## config.mk

```make
export PLATFORM = sky130hd
export DESIGN_NAME = bullet_ctrl_flat
export DESIGN_NICKNAME = d
export VERILOG_FILES = /design/src/rtl/bullet_ctrl_if.sv /design/src/rtl/bullet_ctrl.sv /design/src/flat_wrapper.sv
export SDC_FILE = /design/constraint.sdc
export NUM_CORES = 1
export LEC_CHECK = 0
export BUFFER_PORTS_ARGS = -buffer_cell sky130_fd_sc_hd__buf_2
export CORE_MARGIN = 1
export CORE_UTILIZATION = 40
export CTS_CLUSTER_DIAMETER = 200
export DETAILED_ROUTE_END_ITERATION = 8
export PLACE_DENSITY = 0.71
export SYNTH_ARGS = -nofsm -noshare
export SYNTH_HDL_FRONTEND = slang
export SYNTH_SLANG_ARGS = --single-unit
```

## constraint.sdc

```tcl
create_clock -name clk -period 3.1 [get_ports clk]
set_input_delay 0.31 -clock clk [delete_from_list [all_inputs] [get_ports clk]]
set_output_delay 0.31 -clock clk [all_outputs]
set_load 0.005 [all_outputs]
```

## src/rtl/bullet_ctrl_if.sv

```systemverilog
// bullet_ctrl_if
//   Groups the signals exchanged between the bullet generator and the rest of
//   the game: raster position from the sync generator, player controls and
//   ship position, the obstacle hit flag, and the bullet position/pixel
//   outputs consumed by the obstacle blocks and the display mux.
//   Modports:
//     slave  - the bullet generator (consumes raster/controls, drives bullet)
//     master - the environment around it (drives raster/controls, reads bullet)
interface bullet_ctrl_if;
  logic        video_on;
  logic [10:0] pix_x;
  logic [10:0] pix_y;
  logic        fire;
  logic [10:0] ship_x;
  logic [10:0] ship_y;
  logic        hit;
  logic [10:0] bull_x;
  logic [10:0] bull_y;
  logic        bull_act;
  logic        bull_on;
  logic [2:0]  rgb;
  logic [7:0]  shot_cnt;

  modport slave (
    input  video_on, pix_x, pix_y, fire, ship_x, ship_y, hit,
    output bull_x, bull_y, bull_act, bull_on, rgb, shot_cnt
  );

  modport master (
    output video_on, pix_x, pix_y, fire, ship_x, ship_y, hit,
    input  bull_x, bull_y, bull_act, bull_on, rgb, shot_cnt
  );
endinterface

```

## src/rtl/bullet_ctrl.sv

```systemverilog
// bullet_ctrl
//   Player bullet generator for the 640x480 space shooter. A fire press in
//   IDLE launches one bullet from the ship; the bullet climbs BULL_V pixels per
//   frame until it hits an obstacle or leaves the top of the screen, then the
//   block waits COOL_FRAMES frames before it will accept another press.
//   Ports:
//     clk    - system/pixel clock
//     reset  - synchronous, active-high
//     bus    - bullet_ctrl_if.slave:
//                in : video_on, pix_x, pix_y, fire, ship_x, ship_y, hit
//                out: bull_x, bull_y (tip position, PARK when inactive),
//                     bull_act (in flight), bull_on (pixel inside bullet),
//                     rgb (bullet colour), shot_cnt (launch count, wraps)
module bullet_ctrl #(
  parameter int BULL_V      = 4,
  parameter int BULL_W      = 2,
  parameter int BULL_H      = 6,
  parameter int COOL_FRAMES = 8,
  parameter int PARK        = 2047
) (
  input  logic          clk,
  input  logic          reset,
  bullet_ctrl_if.slave  bus
);

  localparam logic [10:0] PARK_POS = 11'(PARK);
  localparam logic [10:0] STEP_V   = 11'(BULL_V);
  localparam logic [10:0] HEIGHT   = 11'(BULL_H);
  localparam int          CNT_W    = $clog2(COOL_FRAMES + 1);
  localparam logic [CNT_W-1:0] COOL_LAST = CNT_W'(COOL_FRAMES - 1);

  typedef enum logic [1:0] {
    IDLE     = 2'd0,
    FLIGHT   = 2'd1,
    COOLDOWN = 2'd2
  } state_t;

  state_t           state_q, state_d;
  logic [10:0]      bull_x_q, bull_x_d;
  logic [10:0]      bull_y_q, bull_y_d;
  logic [7:0]       shot_cnt_q, shot_cnt_d;
  logic [CNT_W-1:0] cool_cnt_q, cool_cnt_d;
  logic             fire_q;

  logic frame_tick;
  logic fire_rise;

  // One pulse per frame, placed just below the visible area so the bullet
  // moves while nothing is being drawn.
  assign frame_tick = (bus.pix_y == 11'd481) && (bus.pix_x == 11'd0);
  assign fire_rise  = bus.fire & ~fire_q;

  // State and datapath registers. fire_q resets to 1 so a button already held
  // when reset releases is not seen as a fresh press.
  always_ff @(posedge clk) begin
    if (reset) begin
      state_q    <= IDLE;
      bull_x_q   <= PARK_POS;
      bull_y_q   <= PARK_POS;
      shot_cnt_q <= 8'd0;
      cool_cnt_q <= '0;
      fire_q     <= 1'b1;
    end else begin
      state_q    <= state_d;
      bull_x_q   <= bull_x_d;
      bull_y_q   <= bull_y_d;
      shot_cnt_q <= shot_cnt_d;
      cool_cnt_q <= cool_cnt_d;
      fire_q     <= bus.fire;
    end
  end

  // Next-state and datapath updates. Presses outside IDLE and hits outside
  // FLIGHT fall through the defaults and are simply dropped.
  always_comb begin
    state_d    = state_q;
    bull_x_d   = bull_x_q;
    bull_y_d   = bull_y_q;
    shot_cnt_d = shot_cnt_q;
    cool_cnt_d = cool_cnt_q;

    unique case (state_q)
      IDLE: begin
        if (fire_rise) begin
          state_d    = FLIGHT;
          bull_x_d   = bus.ship_x;
          // Clamp at row 0 when the ship sits too close to the top.
          bull_y_d   = (bus.ship_y >= HEIGHT) ? (bus.ship_y - HEIGHT) : 11'd0;
          shot_cnt_d = shot_cnt_q + 8'd1;
        end
      end

      FLIGHT: begin
        // A hit wins over movement so the bullet is not advanced on the
        // frame it collides.
        if (bus.hit || (frame_tick && (bull_y_q < STEP_V))) begin
          state_d    = COOLDOWN;
          bull_x_d   = PARK_POS;
          bull_y_d   = PARK_POS;
          cool_cnt_d = '0;
        end else if (frame_tick) begin
          bull_y_d = bull_y_q - STEP_V;
        end
      end

      COOLDOWN: begin
        if (frame_tick) begin
          if (cool_cnt_q == COOL_LAST) begin
            state_d    = IDLE;
            cool_cnt_d = '0;
          end else begin
            cool_cnt_d = cool_cnt_q + 1'b1;
          end
        end
      end

      default: begin
        state_d  = IDLE;
        bull_x_d = PARK_POS;
        bull_y_d = PARK_POS;
      end
    endcase
  end

  // Pixel test is done in 12 bits so bull_x+BULL_W cannot wrap near the
  // parked position.
  logic [11:0] x_lo, x_hi, y_lo, y_hi, px, py;

  always_comb begin
    x_lo = {1'b0, bull_x_q};
    y_lo = {1'b0, bull_y_q};
    x_hi = x_lo + 12'(BULL_W);
    y_hi = y_lo + 12'(BULL_H);
    px   = {1'b0, bus.pix_x};
    py   = {1'b0, bus.pix_y};
  end

  assign bus.bull_act = (state_q == FLIGHT);
  assign bus.bull_on  = bus.bull_act && (px >= x_lo) && (px < x_hi) &&
                        (py >= y_lo) && (py < y_hi);
  assign bus.rgb      = (bus.video_on && bus.bull_on) ? 3'b100 : 3'b000;
  assign bus.bull_x   = bull_x_q;
  assign bus.bull_y   = bull_y_q;
  assign bus.shot_cnt = shot_cnt_q;

endmodule

```

## src/flat_wrapper.sv

```systemverilog
// flat-port wrapper written by rule: the top's interface ports become plain ports
module bullet_ctrl_flat 
#(
  parameter int BULL_V      = 4,
  parameter int BULL_W      = 2,
  parameter int BULL_H      = 6,
  parameter int COOL_FRAMES = 8,
  parameter int PARK        = 2047
)
  (clk, reset, bus_video_on, bus_pix_x, bus_pix_y, bus_fire, bus_ship_x, bus_ship_y, bus_hit, bus_bull_x, bus_bull_y, bus_bull_act, bus_bull_on, bus_rgb, bus_shot_cnt);
  bullet_ctrl_if bus_i ();
  input  logic clk;
  input  logic reset;
  input wire logic [$bits(bus_i.video_on)-1:0] bus_video_on;
  input wire logic [$bits(bus_i.pix_x)-1:0] bus_pix_x;
  input wire logic [$bits(bus_i.pix_y)-1:0] bus_pix_y;
  input wire logic [$bits(bus_i.fire)-1:0] bus_fire;
  input wire logic [$bits(bus_i.ship_x)-1:0] bus_ship_x;
  input wire logic [$bits(bus_i.ship_y)-1:0] bus_ship_y;
  input wire logic [$bits(bus_i.hit)-1:0] bus_hit;
  output wire logic [$bits(bus_i.bull_x)-1:0] bus_bull_x;
  output wire logic [$bits(bus_i.bull_y)-1:0] bus_bull_y;
  output wire logic [$bits(bus_i.bull_act)-1:0] bus_bull_act;
  output wire logic [$bits(bus_i.bull_on)-1:0] bus_bull_on;
  output wire logic [$bits(bus_i.rgb)-1:0] bus_rgb;
  output wire logic [$bits(bus_i.shot_cnt)-1:0] bus_shot_cnt;
  assign bus_i.video_on = bus_video_on;
  assign bus_i.pix_x = bus_pix_x;
  assign bus_i.pix_y = bus_pix_y;
  assign bus_i.fire = bus_fire;
  assign bus_i.ship_x = bus_ship_x;
  assign bus_i.ship_y = bus_ship_y;
  assign bus_i.hit = bus_hit;
  assign bus_bull_x = bus_i.bull_x;
  assign bus_bull_y = bus_i.bull_y;
  assign bus_bull_act = bus_i.bull_act;
  assign bus_bull_on = bus_i.bull_on;
  assign bus_rgb = bus_i.rgb;
  assign bus_shot_cnt = bus_i.shot_cnt;
  bullet_ctrl #(.BULL_V(BULL_V), .BULL_W(BULL_W), .BULL_H(BULL_H), .COOL_FRAMES(COOL_FRAMES), .PARK(PARK)) u_core (.clk(clk), .reset(reset), .bus(bus_i));
endmodule
```

==> impl_metrics.toml <==
[power_and_ir_drop]
p_leak_uw = 0.00202
power_per_cell_area_nw_per_um2 = 899
vdd_drop_max_mv = 0.318
power.total_uw = 3820

[floorplan]
num_io_pins = 84
die_height_microns = 94.9
die_x_microns = 94.9
rows = 33
initial_core_util_pct = 41.6
dieArea_sq_um = 9010
coreArea_sq_um = 8300

[routing]
wl_mm = 9.16
drc_errors = 0
drt_iter0_drc = 183
wire_per_inst_microns = 15.0
dr.pass1.iters = 4
viasPerCell = 5.58
ant_nets = 0
num_vias = 3410

[worst_setup_path]
critPathKind = "reg -> out"
worstPathArrival_ns = 2.83
cp.required_ns = 2.79
critPathMaxStageDelay_ns = 0.35
startpoint_type = "register"
crit_family = "simple AND/OR/NAND/NOR gates"
crit_path_cell_trace = "inv_2 > ha_4 > or3_4 > nor3_4 > xnor2_1 > ha_1 > a211oi_1 > o21ai_1 > o31a_1 > nor4_1 > buf_2"
timing.critical_path.buf_inv = 2
slowest_stage = "or3_4"
crit_fanout = 3
endpoint_kind = "primary output"

[placement]
dp_hpwl_mm = 7.35
place_ws_ns = 0.0702
gp_congestion = 0.901
io_buffers = 81

[clocking]
clk_pin_slew_ns = 0.08
clock_path_buffers = 2
cts-root-buf = "clkbuf_8"
cts_max_level = 2
numCtsBuffers = 5
cts_hold_buf = 0
worstSkewPairLatency_ns = 0.29
clkSinkCount = 37
cts_tree = "done"

[global_route]
grt_first_pass_wirelength_mm = 14.6
track_usage_pct = 20.3
overflow = 0
grt_antenna_before_repair = 0
grt_pass1_vias = 3172
grt_max_degree = 19

[sta]
drv_slew = 0
tightest_slew_ns = 0.767
slew_headroom_pct = 48.7
setup_violations = 1
fin_skew_ns = 0.0105
layout_min_cycle_time_ns = 3.14
layout_setup_ws_ns = -0.0390
hold_violations = 0
finalSetupTns_ns = -0.0390
period_share_pct = 101
clock.fmax_mhz = 319
rsz0062_at_grt = "yes"

[logic_synthesis]
syn_avg_cell_area_sq_um = 8.32
async_reset_ff_share_pct = 0
syn_area_sq_um = 3450
yosys_most_used_dff = "dfxtp_1"
synth_edf_count = 0
ys_seq_area_share_pct = 21.4
synth_warnings = 0
synth_seq_cells = 37
yosysUniqueCellTypes = 58
syn_inst = 415

[cells_and_area]
fillers = 816
syn2layout_area_growth_pct = 23.0
drive_gt1_share_pct = 27.3
antennaDiodeCount = 0
final_nets = 607

[job]
maxCapViolCount = 0

[min_path]
worstHoldPathType = "in -> reg"

[run_status]
failed_checks = "setup timing"
status = "complete, but fails checks"
final cells by class:
cell class / instances / area (sq um) / area share, %
clock buffers: 5 / 68.8 / 1.62
clock inverters: 3 / 68.8 / 1.62
inverters: 35 / 131 / 3.09
multi-input cells: 332 / 2590 / 61.0
flip-flops and latches: 37 / 754 / 17.8
well taps: 105 / 131 / 3.09
repair buffers: 94 / 503 / 11.8
kinds of logic after synthesis:
group	share of synthesized area, %
multiplexers	1.45
AO/OA/AOI/OAI	21.8
other	0.109
AND/OR/NAND/NOR	22.0
buffers and inverters	5.65
adder cells (fa/ha/maj)	19.2
XOR/XNOR	8.37
flip-flops	21.4
power breakdown:
part	total (uW)	switching [uW]	internal, uW
clock network	508	184	324
registers	727	141	586
logic	2580	1410	1180
total	3820	1730	2090
metal layers:
metal / global-route usage, % / wire, microns / vias up
met5: 0 / 0 / -
met4: 6.57 / 170 / 0
met3: 2.58 / 452 / 19
met2: 35.1 / 4370 / 105
met1: 25.8 / 4170 / 1582
li1: - / - / 1704
layout by cell type (no fill, tap or decap), types with 5 or more instances in the layout:
cell,Yosys,final
buf_2,3,81
ha_1,53,51
dfxtp_1,37,30
inv_1,31,29
nand2_1,29,29
xnor2_1,24,24
nor2_1,24,23
a21oi_1,23,22
nand3_1,22,21
a21o_1,16,16
o21ai_0,16,15
buf_4,2,13
nor3_1,14,11
o31ai_1,11,11
xor2_1,9,9
inv_2,4,6
nand4_1,6,6
o21ai_1,5,6
nor4_1,6,6
o22ai_1,6,6
o211ai_1,5,5
nand2b_1,5,5
o22a_1,5,5
mux2i_1,5,5
clkbuf_8,0,5
dfxtp_2,0,5
path summary, 6_finish.rpt:
| check | start | endpoint | slack, ns | depth (start not counted) |
|---|---|---|---|---|
| min | bus_fire | u_core.fire_q | 0.23 | 2 |
| min reg2reg | u_core.cool_cnt_q[1] | u_core.cool_cnt_q[1] | 0.48 | 2 |
| max reg2reg | u_core.bus.bull_y[3] | u_core.bus.bull_x[0] | 0.39 | 7 |
| max | u_core.bus.bull_y[1] | bus_rgb[2] | -0.04 | 11 |
stage by stage:
stage	utilization (%)	cells	instance area, sq um	hold slack [ns]
2_1_floorplan	-	416	3460	0.417
3_3_place_gp	48.1	598	3990	0.464
3_5_place_dp	48.1	598	3990	0.476
4_1_cts	50.3	607	4170	0.218
5_1_grt	51.2	611	4250	0.236
6_report	51.2	611	4250	0.226
synthesized netlist by cell type (all sizes together) (2+ instances only):
master / count / area share, %
clkbuf: 6 / 0.65
o31ai: 11 / 2.4
nand3: 23 / 3.5
buf: 6 / 1.2
nor4b: 2 / 1.4
a21o: 16 / 3.5
nor3b: 2 / 0.43
a31oi: 4 / 0.72
dfxtp: 37 / 21
xor2: 9 / 2.3
o22ai: 6 / 1.1
and4: 2 / 0.51
a211oi: 5 / 1.1
nor3: 14 / 2.0
xnor2: 24 / 6.1
nand2b: 5 / 0.91
nor2: 24 / 2.6
a21oi: 23 / 3.3
or3: 4 / 0.87
inv: 35 / 3.8
o211ai: 5 / 1.1
nor4: 10 / 3.6
o21ai: 21 / 3.0
o22a: 5 / 1.3
nand2: 30 / 3.3
o41ai: 2 / 1.3
mux2i: 5 / 1.4
nand4: 7 / 1.7
ha: 53 / 19
what timing repair did:
item | CTS | global route
resized for setup | 11 | 14
setup buffers | 1 | 4
setup endpoints to repair | 2 | 2
pin swaps | 0 | 4
hold endpoints to repair | 0 | 0
state kept, by name, indices dropped and copies added, names as in the netlist:
name,flops
u_core.bus.bull_x,11
u_core.bus.bull_y,11
u_core.bus.shot_cnt,8
u_core.cool_cnt_q,4
u_core.state_q,2
u_core.fire_q,1
(Power assumes the default switching activity.)
